==> src/rtl/serial_arith_pkg.sv <==
// Shared definitions for the serial arithmetic blocks: FSM state encoding
// and the default operand width.
package serial_arith_pkg;

  typedef enum logic [1:0] {
    IDLE  = 2'd0,
    SHIFT = 2'd1,
    DONE  = 2'd2
  } state_t;

  localparam int WIDTH_DEFAULT = 8;

endpackage

==> src/rtl/bit_serial_adder_fa_cell.sv <==
// One-bit full adder: sum bit and carry (majority of the three inputs).
module fa_cell (
  input  logic a,
  input  logic b,
  input  logic c,
  output logic s,
  output logic co
);

  assign s  = a ^ b ^ c;
  assign co = (a & b) | (a & c) | (b & c);

endmodule

==> src/rtl/bit_serial_adder.sv <==
// LSB-first bit-serial adder: one full-adder cell reused over WIDTH cycles,
// with registered sum/cout/ovf published on entry to DONE.
module bit_serial_adder
  import serial_arith_pkg::*;
#(
  parameter int WIDTH = WIDTH_DEFAULT
) (
  input  logic             clk,
  input  logic             rst_n,
  input  logic             start,
  input  logic [WIDTH-1:0] a,
  input  logic [WIDTH-1:0] b,
  input  logic             cin,
  output logic             busy,
  output logic             done,
  output logic [WIDTH-1:0] sum,
  output logic             cout,
  output logic             ovf
);

  localparam int CW = $clog2(WIDTH);
  localparam logic [CW-1:0] LAST = CW'(WIDTH - 1);

  state_t           state;
  logic [WIDTH-1:0] areg;
  logic [WIDTH-1:0] breg;
  logic [WIDTH-1:0] sreg;
  logic [CW-1:0]    cnt;
  logic             carry;
  logic             fa_s;
  logic             fa_co;

  fa_cell u_fa (
    .a  (areg[0]),
    .b  (breg[0]),
    .c  (carry),
    .s  (fa_s),
    .co (fa_co)
  );

  always_ff @(posedge clk or negedge rst_n) begin
    if (!rst_n) begin
      state <= IDLE;
      areg  <= '0;
      breg  <= '0;
      sreg  <= '0;
      cnt   <= '0;
      carry <= 1'b0;
      busy  <= 1'b0;
      done  <= 1'b0;
      sum   <= '0;
      cout  <= 1'b0;
      ovf   <= 1'b0;
    end else begin
      case (state)
        IDLE: begin
          done <= 1'b0;
          busy <= 1'b0;
          if (start) begin
            areg  <= a;
            breg  <= b;
            carry <= cin;
            cnt   <= '0;
            busy  <= 1'b1;
            state <= SHIFT;
          end
        end
        SHIFT: begin
          areg  <= areg >> 1;
          breg  <= breg >> 1;
          sreg  <= {fa_s, sreg[WIDTH-1:1]};
          carry <= fa_co;
          if (cnt == LAST) begin
            // carry still holds the carry into the MSB on this last bit
            sum   <= {fa_s, sreg[WIDTH-1:1]};
            cout  <= fa_co;
            ovf   <= carry ^ fa_co;
            done  <= 1'b1;
            state <= DONE;
          end else begin
            cnt <= cnt + 1'b1;
          end
        end
        DONE: begin
          done  <= 1'b0;
          busy  <= 1'b0;
          state <= IDLE;
        end
        default: begin
          done  <= 1'b0;
          busy  <= 1'b0;
          state <= IDLE;
        end
      endcase
    end
  end

endmodule
==> config.mk <==
export PLATFORM = sky130hd
export DESIGN_NAME = bit_serial_adder
export DESIGN_NICKNAME = d
export VERILOG_FILES = /design/src/rtl/serial_arith_pkg.sv /design/src/rtl/bit_serial_adder_fa_cell.sv /design/src/rtl/bit_serial_adder.sv
export SDC_FILE = /design/constraint.sdc
export NUM_CORES = 1
export LEC_CHECK = 0
export BUFFER_PORTS_ARGS = -buffer_cell sky130_fd_sc_hd__buf_4
export CORE_MARGIN = 2
export CORE_UTILIZATION = 28
export DETAILED_ROUTE_END_ITERATION = 8
export PLACE_DENSITY = 0.55
export SYNTH_ARGS = -nofsm -noshare
export SYNTH_HDL_FRONTEND = slang
export SYNTH_SLANG_ARGS = --single-unit
==> constraint.sdc <==
create_clock -name clk -period 3.8 [get_ports clk]
set_input_delay 0.38 -clock clk [delete_from_list [all_inputs] [get_ports clk]]
set_output_delay 0.38 -clock clk [all_outputs]
set_load 0.05 [all_outputs]
==> impl_metrics.py <==
metrics = {
    "floorplanning": {
        "die_area_mm2": 0.007462,
        "fp.dieW_um": 86.39,
        "start_util": 0.2845,
        "core_area_mm2": 0.006681,
        "num_rows": 30,
        "die_h_um": 86.39,
        "ios": 32,
    },
    "synthesis": {
        "synth_compound_area_frac": 0.1139,
        "synth_top_family_by_area": "simple AND/OR/NAND/NOR gates",
        "synth_xor_area_frac": 0.004608,
        "synthAdderAreaFrac": 0.02370,
        "syn-num-nets": 172,
        "synth-warning-count": 0,
        "muxShareOfSynthArea": 0.1007,
        "ys_seq_elements": 41,
        "synthCells": 149,
        "yosysSeqAreaShare": 0.5398,
        "synth-simple-area-share": 0.1573,
        "syn_area_per_cell_um2": 12.76,
        "synth_cell_types": 29,
        "synth_area_mm2": 0.001901,
    },
    "worst_setup_path": {
        "worstSetupPathType": "register to register",
        "cp_top_family": "flip-flops",
        "critPathBufInv": 0,
        "path_cells": "nand2b_1 > o221a_2",
        "reg2regPathDepth": 2,
        "required_ns": 3.98,
        "startpoint_type": "register",
        "slowest_delay_ns": 0.99,
        "cp.arrival_ns": 2.38,
        "path_depth": 2,
        "path_max_fanout": 38,
        "cp_slowest_cell": "dfrtp_1",
        "end_kind": "register",
    },
    "detailed_routing": {
        "drt_wl_total_um": 3610,
        "post_drt_via_cell_ratio": 4.957,
        "wire_per_inst_um": 14.21,
        "top_layer_used": "met4",
        "route.met3.wl_um": 188,
        "ant_nets": 0,
        "wl_met2_um": 1504,
        "drtPass1Iterations": 4,
        "m1WireLength_um": 1875,
        "drc": 0,
        "drt_iter0_drc": 67,
        "vias": 1259,
    },
    "layout": {
        "nNetsFinal": 197,
        "fillers": 693,
        "regArea_mm2": 0.001026,
        "drive_above_1_share": 0.3851,
        "multi_input_area_um2": 760.7,
        "diodes": 0,
        "syn_to_final_growth_pct": 18.43,
    },
    "clock_network": {
        "cts_buffer_depth": 2,
        "h-tree-depth": 2,
        "clk_pin_slew_ns": 0.08,
        "cts_hold_buf": 0,
        "cts_resized": 0,
        "numCtsBuffers": 5,
        "cts_root_buffer": "clkbuf_8",
        "cts_tree": "done",
        "clkSinkCount": 41,
        "clkLatencyLatePin_ns": 0.29,
        "post-cts-setup-buffers": 0,
    },
    "timing": {
        "period_needed_ns": 2.198,
        "setup-tns-final_ns": 0,
        "setup_viol": 0,
        "hold_viol_final": 0,
        "tightest_slew_ns": 0.9857,
        "rsz0062_at_grt": "false",
        "holdWs_ns": 0.06072,
        "finalCritPeriodShare": 0.5784,
        "finClkSkew_ns": 0.009317,
        "slew_headroom": 0.3429,
        "finalMaxSlewViolations": 0,
        "fmax_mhz": 455.0,
    },
    "place": {
        "gp_congestion": 0.6578,
        "hpwl_um": 2355,
        "port_buffers": 31,
    },
    "pwr": {
        "leakagePower_uw": 0.001003,
        "vdd_drop_max_v": 0.0002257,
        "p_per_area_mw_per_mm2": 857.2,
    },
    "global_route": {
        "grt_max_degree": 42,
        "grt_usage": 0.1067,
        "grt.overflow.total": 0,
        "grt_pass1_wl_um": 6230,
        "antenna_found_initial": 0,
        "grt_pass1_vias": 1270,
    },
    "hold_path": {
        "hold_path_class": "input pin to async pin",
    },
    "run_status": {
        "status": "finished, final reports clean",
    },
    "run": {
        "cap_violations": 0,
    },
}
==> registers in the layout, indices dropped and copies added, names as in the netlist <==
| register | count |
|---|---|
| sreg | 7 |
| state | 2 |
| cout | 1 |
| carry | 1 |
| areg | 8 |
| busy | 1 |
| sum | 8 |
| cnt | 3 |
| breg | 8 |
| done | 1 |
| ovf | 1 |
==> cell usage after synthesis, drive strengths merged <==
cell type / number / area (µm²)
o221a: 8 / 90.09
buf: 9 / 57.55
mux2: 17 / 191.4
nand2b: 2 / 12.51
or2: 1 / 6.260
clkbuf: 4 / 15.01
o21ba: 1 / 10.01
nand3b: 1 / 7.510
inv: 11 / 41.29
and4bb: 1 / 12.51
nor3b: 8 / 60.06
fa: 1 / 20.02
dfrtp: 41 / 1026
nand2: 3 / 11.26
nor4b: 7 / 61.31
a21oi: 2 / 10.01
or2b: 2 / 15.01
nand3: 3 / 15.01
nor4bb: 1 / 10.01
nor2: 2 / 7.510
o21bai: 1 / 11.26
or4b: 8 / 80.08
xor2: 1 / 8.760
a21o: 1 / 7.510
a211oi: 7 / 52.55
a211o: 1 / 8.760
o221ai: 3 / 26.28
ha: 2 / 25.02
==> layout by cell type (no fill, tap or decap), types with 6 or more instances in the layout <==
cell,n
inv_1,11
dfrtp_1,41
nor3b_1,8
mux2_2,17
a211oi_1,7
o221a_2,8
nor4b_1,7
or4b_1,8
clkbuf_8,6
buf_4,31
==> worst paths after layout <==
path,startpoint,slack [ns],endpoint
max in group asynchronous,rst_n,3.38,cnt[0]$_DFFE_PN0P_
worst min-delay path,rst_n,0.06,sum[7]$_DFFE_PN0P_
worst max register to register,state[0]$_DFFE_PN0P_,1.60,breg[4]$_DFFE_PN0P_
worst max-delay path,state[0]$_DFFE_PN0P_,1.60,breg[4]$_DFFE_PN0P_
min in group clk,b[5],0.44,breg[5]$_DFFE_PN0P_
worst min register to register,areg[7]$_DFFE_PN0P_,0.48,areg[7]$_DFFE_PN0P_
==> layout make-up <==
class                      instances  share of cell area
sequential                        41              0.4558
multi-input combinational         84              0.3380
timing repair buffer              31              0.1034
tap                               80             0.04447
clock buffer                       6             0.03669
inverter                          11             0.01834
clock inverter                     1            0.003335
==> report_power, final <==
part           internal, µW  total (µW)  switching (µW)  leakage (µW)
logic                   380         821             441      0.000470
registers               643         816             173      0.000489
clock network           144         292             149     0.0000433
total                  1170        1930             763       0.00100
==> logic make-up (layout without fill, tap and decap cells) <==
logic type,count (synthesis),in the layout
xor gates and xnor gates,1,1
and+or+nand+nor,39,39
AOI/OAI and AO/OA,24,24
DFF,41,41
buffers and inverters,24,49
muxes,17,17
adders and majority gates,3,3
==> layer usage <==
layer  global-route usage  vias to the layer above
met4              0.03835                        0
met5                    0                        -
met1               0.1515                      626
met2               0.1517                       35
li1                     -                      593
met3              0.03524                        5
==> through the flow <==
step | area (µm²) | util | instances | total power [µW] | worst slack [ns]
CTS | 2251 | 0.3369 | 254 | 1960 | 1.503
detailed placement | 2161 | 0.3234 | 247 | 1661 | 1.499
global placement | 2161 | 0.3234 | 247 | 1640 | 1.567
floorplan | 1901 | - | 149 | 1451 | 2.208
global route | 2251 | 0.3369 | 254 | 2077 | 1.360
finish | 2251 | 0.3369 | 254 | 1929 | 1.602
(Power assumes the default switching activity.)
